$ cat config.mk
export PLATFORM = sky130hd
export DESIGN_NAME = mul_sequencer
export DESIGN_NICKNAME = d
export VERILOG_FILES = /design/src/rtl/mul_pkg.sv /design/src/rtl/mul_sequencer.sv
export SDC_FILE = /design/constraint.sdc
export NUM_CORES = 1
export LEC_CHECK = 0
export BUFFER_PORTS_ARGS = -buffer_cell sky130_fd_sc_hd__buf_2
export CAP_MARGIN = 5
export CELL_PAD_IN_SITES_DETAIL_PLACEMENT = 0
export CELL_PAD_IN_SITES_GLOBAL_PLACEMENT = 1
export CORE_MARGIN = 1.5
export CORE_UTILIZATION = 40
export CTS_CLUSTER_SIZE = 24
export DETAILED_ROUTE_END_ITERATION = 12
export PLACE_DENSITY = 0.75
export SLEW_MARGIN = 30
export SYNTH_ARGS = -nofsm -noshare
export SYNTH_HDL_FRONTEND = slang
export SYNTH_SLANG_ARGS = --single-unit
$ cat constraint.sdc
create_clock -name clk -period 3.11 [get_ports clk]
set_input_delay 0.933 -clock clk [delete_from_list [all_inputs] [get_ports clk]]
set_output_delay 0.933 -clock clk [all_outputs]
set_load 0.01 [all_outputs]
$ cat src/rtl/mul_pkg.sv
// Shared definitions for the sequential shift-add multiplier:
// FSM state encoding, default operand width and iteration-counter width.
package mul_pkg;

    typedef enum logic [1:0] {
        IDLE = 2'd0,
        RUN  = 2'd1,
        DONE = 2'd2
    } mul_state_e;

    localparam int MUL_WIDTH = 32;
    localparam int MUL_CNT_W = $clog2(MUL_WIDTH);

    // Counter width for an arbitrary operand width (at least one bit).
    function automatic int mul_cnt_width(input int w);
        return (w > 1) ? $clog2(w) : 1;
    endfunction

endpackage

$ cat src/rtl/mul_sequencer.sv
// mul_sequencer: radix-2 shift-add multiplier, one multiplier bit per cycle.
// Latency is WIDTH+1 cycles from the Start-sampling edge to the Done cycle.
// Optional macro MUL_SIGNED_EN: when defined, Signed=1 multiplies operand
// magnitudes and negates the product when the operand signs differ; when
// undefined, Signed is accepted but ignored and every operation is unsigned.
module mul_sequencer
    import mul_pkg::*;
#(
    parameter int WIDTH = MUL_WIDTH
) (
    input  logic             clk,
    input  logic             reset,
    input  logic             Start,
    input  logic             Long,
    input  logic             Signed,
    input  logic [WIDTH-1:0] SrcA,
    input  logic [WIDTH-1:0] SrcB,
    output logic             Busy,
    output logic             Done,
    output logic [WIDTH-1:0] ResultLo,
    output logic [WIDTH-1:0] ResultHi,
    output logic             WE4w
);

    localparam int            CW       = mul_cnt_width(WIDTH);
    localparam int            PW       = 2 * WIDTH;
    localparam logic [CW-1:0] LAST_CNT = CW'(WIDTH - 1);

    mul_state_e      state;
    mul_state_e      state_nxt;
    logic [CW-1:0]   cnt;
    logic [PW-1:0]   mcand;
    logic [WIDTH-1:0] mplier;
    logic [PW:0]     acc;
    logic [PW:0]     acc_sum;
    logic [PW-1:0]   final_prod;
    logic            long_q;
    logic            neg_q;
    logic [WIDTH-1:0] mag_a;
    logic [WIDTH-1:0] mag_b;
    logic            neg_d;

    // Two's-complement negation of the full-width product.
    function automatic logic [PW-1:0] negate_prod(input logic [PW-1:0] v);
        return ~v + 1'b1;
    endfunction

`ifdef MUL_SIGNED_EN
    // Magnitude of a possibly-signed operand; the most negative value maps
    // to 2^(WIDTH-1), which still fits as an unsigned WIDTH-bit number.
    function automatic logic [WIDTH-1:0] magnitude(input logic [WIDTH-1:0] v,
                                                   input logic             is_signed);
        return (is_signed && v[WIDTH-1]) ? (~v + 1'b1) : v;
    endfunction

    assign mag_a = magnitude(SrcA, Signed);
    assign mag_b = magnitude(SrcB, Signed);
    assign neg_d = Signed & (SrcA[WIDTH-1] ^ SrcB[WIDTH-1]);
`else
    logic signed_unused;
    assign signed_unused = Signed;
    assign mag_a         = SrcA;
    assign mag_b         = SrcB;
    assign neg_d         = 1'b0;
`endif

    // Partial-product addition for the current multiplier bit; the extra
    // accumulator bit keeps the carry out of the top product bit.
    assign acc_sum    = acc + (mplier[0] ? {1'b0, mcand} : '0);
    assign final_prod = neg_q ? negate_prod(acc_sum[PW-1:0]) : acc_sum[PW-1:0];

    // State register.
    always_ff @(posedge clk) begin
        if (reset) begin
            state <= IDLE;
        end else begin
            state <= state_nxt;
        end
    end

    // Next-state logic and state-decoded outputs.
    always_comb begin
        state_nxt = state;
        Busy      = 1'b0;
        Done      = 1'b0;
        WE4w      = 1'b0;
        case (state)
            IDLE: begin
                if (Start) begin
                    state_nxt = RUN;
                end
            end
            RUN: begin
                Busy = 1'b1;
                if (cnt == LAST_CNT) begin
                    state_nxt = DONE;
                end
            end
            DONE: begin
                Busy      = 1'b1;
                Done      = 1'b1;
                WE4w      = long_q;
                state_nxt = IDLE;
            end
            default: begin
                state_nxt = IDLE;
            end
        endcase
    end

    // Control and result registers: iteration count, captured mode bits and
    // the product words, which change only when the last bit is consumed.
    always_ff @(posedge clk) begin
        if (reset) begin
            cnt      <= '0;
            long_q   <= 1'b0;
            neg_q    <= 1'b0;
            ResultLo <= '0;
            ResultHi <= '0;
        end else begin
            case (state)
                IDLE: begin
                    if (Start) begin
                        cnt    <= '0;
                        long_q <= Long;
                        neg_q  <= neg_d;
                    end
                end
                RUN: begin
                    cnt <= cnt + 1'b1;
                    if (cnt == LAST_CNT) begin
                        {ResultHi, ResultLo} <= final_prod;
                    end
                end
                default: begin
                end
            endcase
        end
    end

    // Shift-add datapath: multiplicand moves left, multiplier moves right.
    always_ff @(posedge clk) begin
        if (state == IDLE && Start) begin
            mcand  <= {{WIDTH{1'b0}}, mag_a};
            mplier <= mag_b;
            acc    <= '0;
        end else if (state == RUN) begin
            acc    <= acc_sum;
            mcand  <= mcand << 1;
            mplier <= mplier >> 1;
        end
    end

endmodule

==> reports/results.tsv <==
metric	value	unit
setup_viol	58	
die_area	33610	sq um
wl_per_cell	16.21	um
timing.hold.ws	449.2	ps
pin_count	136	
grt_pass1_wl	61890	um
antennaDiodeCount	0	
cp.buffers_inverters	2	
synth_common_cells	nand2_1 (351), dfxtp_1 (168), nor2_1 (137)	
setup.worst_path.end_class	flip-flop	
combPwrFrac	22.0	%
drc	0	
synth_edf_count	64	
drive_above_1_share	31.75	%
path_depth	13	
critPathMaxFanout	32	
yosysUniqueCellTypes	64	
coreArea	31800	sq um
chipWidth	183.3	um
syn-num-nets	1720	
synth.avg_cell_area	8.221	sq um
ff2ff_setup_slack	-400	ps
clkPwrFrac	37.7	%
yosysWarnings	0	
first_iter_violations	846	
die_h	183.3	um
synth_top_area_share	25.86	%
via_per_inst	5.230	
slowest_delay	440	ps
cts_hold_buf	0	
antenna_left	0	
crit_slowest_cell	edfxtp_1	
dr_total_vias	12390	
worstHoldStart	ResultHi[5]	
fin_nets	2051	
p_int	6.172	mW
clk_latency	550	ps
whs_endpoint	ResultHi[5]	
synthFlopType	dfxtp_1	
power_density	483.1	nW/um^2
area_growth	38.49	%
start_kind	flip-flop	
arrival	4000	ps
firstDrtPassIters	5	
first_global_vias	12230	
cts_tree	yes	
reg2reg_depth	13	
max_slew_margin	50.23	%
grt_antenna_before_repair	0	
power.leakage	7.807	nW
seqPwrFrac	40.3	%
place_inst	2292	
grt_max_degree	60	
syn_area	13010	sq um
skew	15.15	ps
timing.rr.start	mplier[0]	
min_period_over_period	112.7	%
crit_chain	buf_12, and2_4, ha_1, nand4_1, or2_4, or4_4, a211oi_2, buf_4, nor3_2, o31ai_4, a31oi_4, or4_1, nand3_1	
maxSlewViolCount	0	
synth_most_common_cell	nand2_1	
cpLargestDelayFamily	simple AND/OR/NAND/NOR gates	
initial_core_util	40.90	%
layout.cells.non_filler	2369	
worst_slew_pin_slew	746.5	ps
synth_top_area_cell	dfxtp_1	
grt_use_total	22.70	%
h-tree-depth	1	
cts_sinks	232	
rows	65	
min_path_type	flip-flop to flip-flop	
max_freq	0.2852	GHz
power_switching	2.529	mW
gp_congestion	0.9239	
r2r-end	ResultHi[29]	
status	finished, violations left	
fin_crit	3506	ps
critPathRequiredTime	3600	ps
syn_inst	1582	
ys_top_cells_by_area	dfxtp_1 (26%), edfxtp_1 (15%), nand2_1 (10%)	
min_path_cells	2	
total_power	8.701	mW
clockBufferDepth	3	
max_cap_viol_count	0	
peakVddDrop	0.4706	mV
synth-async-reset-ratio	0	%
overflow	0	
yosysSeqAreaShare	40.63	%
cts-root-buf	clkbuf_16	
path_clk_slew	60	ps
fin_ws	-396.3	ps
finalHoldViolCount	0	
rsz0062_at_grt	true	
criticalPathCategory	flip-flop to flip-flop	
cts_made_buffers	27	
violations	negative setup slack	
numPortBuffers	134	
ys_ff_latch	232	
hpwl	27230	um
drt-total-wl	38410	um
netSwitchingFraction	29.07	%
layout make-up:
type	instances	area, sq um
fill	2970	13790
multi-input combinational	1232	8407
sequential	232	5285
timing repair buffer	400	2785
clock buffer	36	780.7
tap	435	544.3
clock inverter	14	135.1
inverter	20	75.07
worst max-delay path by stage:
stage | start | endpoint | slack (ps)
2_1_floorplan | mplier[0] | ResultHi[29] | -90
3_3_place_gp | mplier[0] | ResultHi[25] | -500
3_5_place_dp | mplier[0] | acc[57] | -520
4_1_cts | mplier[0] | ResultHi[29] | -370
5_1_grt | mplier[0] | ResultHi[30] | -540
6_report | mplier[0] | ResultHi[29] | -400
metrics by stage:
step	worst slack [ps]	TNS, ps	util, %	instance area [sq um]
5_1_grt	-536.1	-21390	56.64	18010
4_1_cts	-370.0	-10640	55.08	17510
6_report	-396.3	-10520	56.64	18010
3_3_place_gp	-499.0	-18770	49.81	15840
3_5_place_dp	-518.8	-21310	49.81	15840
2_1_floorplan	-91.21	-370.4	-	13180
layout by cell type, fill, tap and decap left out, types with 7 or more instances in the layout:
master / count
a211oi_1: 11
a21o_1: 26
a21oi_1: 100
a21oi_2: 24
and2_1: 55
and2_4: 15
buf_12: 7
buf_2: 134
buf_4: 251
buf_6: 8
clkbuf_16: 28
clkinv_2: 7
dfxtp_1: 168
edfxtp_1: 64
ha_1: 40
ha_4: 26
inv_1: 20
mux2i_1: 75
nand2_1: 344
nand3_1: 36
nand4_1: 32
nor2_1: 134
nor3_1: 26
o21a_1: 10
o21ai_0: 35
o21ai_1: 15
o21ai_2: 9
o21bai_1: 14
or3_1: 9
xnor2_1: 18
xnor2_2: 9
xor2_1: 11
xor2_2: 8
repair_timing:
action,in CTS,in global routing
resized for setup,125,73
buffers inserted,13,14
pin swaps,39,34
setup endpoints to repair,79,84
flip-flops by register name, indices dropped and copies added (netlist names):
| register | count |
|---|---|
| mplier | 32 |
| ResultLo | 32 |
| long_q | 1 |
| state | 2 |
| ResultHi | 32 |
| mcand | 64 |
| acc | 64 |
| cnt | 5 |
worst reg2reg max path, cell delays in order (launching register included):
cell and delay, ps:
edfxtp_1 440, buf_12 190, and2_4 190, ha_1 330, nand4_1 180, or2_4 280, or4_4 420, a211oi_2 150
buf_4 170, nor3_2 70, o31ai_4 400, a31oi_4 140, or4_1 420, nand3_1 80
logic make-up after synthesis:
logic type                 Yosys count  synth area share (%)
and+or+nand+nor                    719                 24.96
AOI/OAI and AO/OA                  319                 15.01
muxes                               76                 5.859
buffers and inverters              118                 3.540
adders and majority gates           69                 6.696
xor gates and xnor gates            49                 3.300
DFF                                232                 40.63
per-layer routing:
layer	global-route usage [%]	vias to the layer above	share of wire [%]
met1	29.89	5840	45
met2	38.04	300	46
met4	7.803	0	3.4
met3	3.276	69	5.0
li1	-	6182	-
met5	0	-	0
power groups by stage:
stage / combinational [mW] / sequential (mW) / clock, mW
2_1_floorplan: 1.08 / 3.51 / 0
3_3_place_gp: 1.69 / 3.54 / 0
3_5_place_dp: 1.72 / 3.55 / 0
4_1_cts: 1.83 / 3.50 / 3.36
5_1_grt: 2.11 / 3.53 / 3.48
6_report: 1.92 / 3.50 / 3.28
Power figures use the tool's default switching activity.
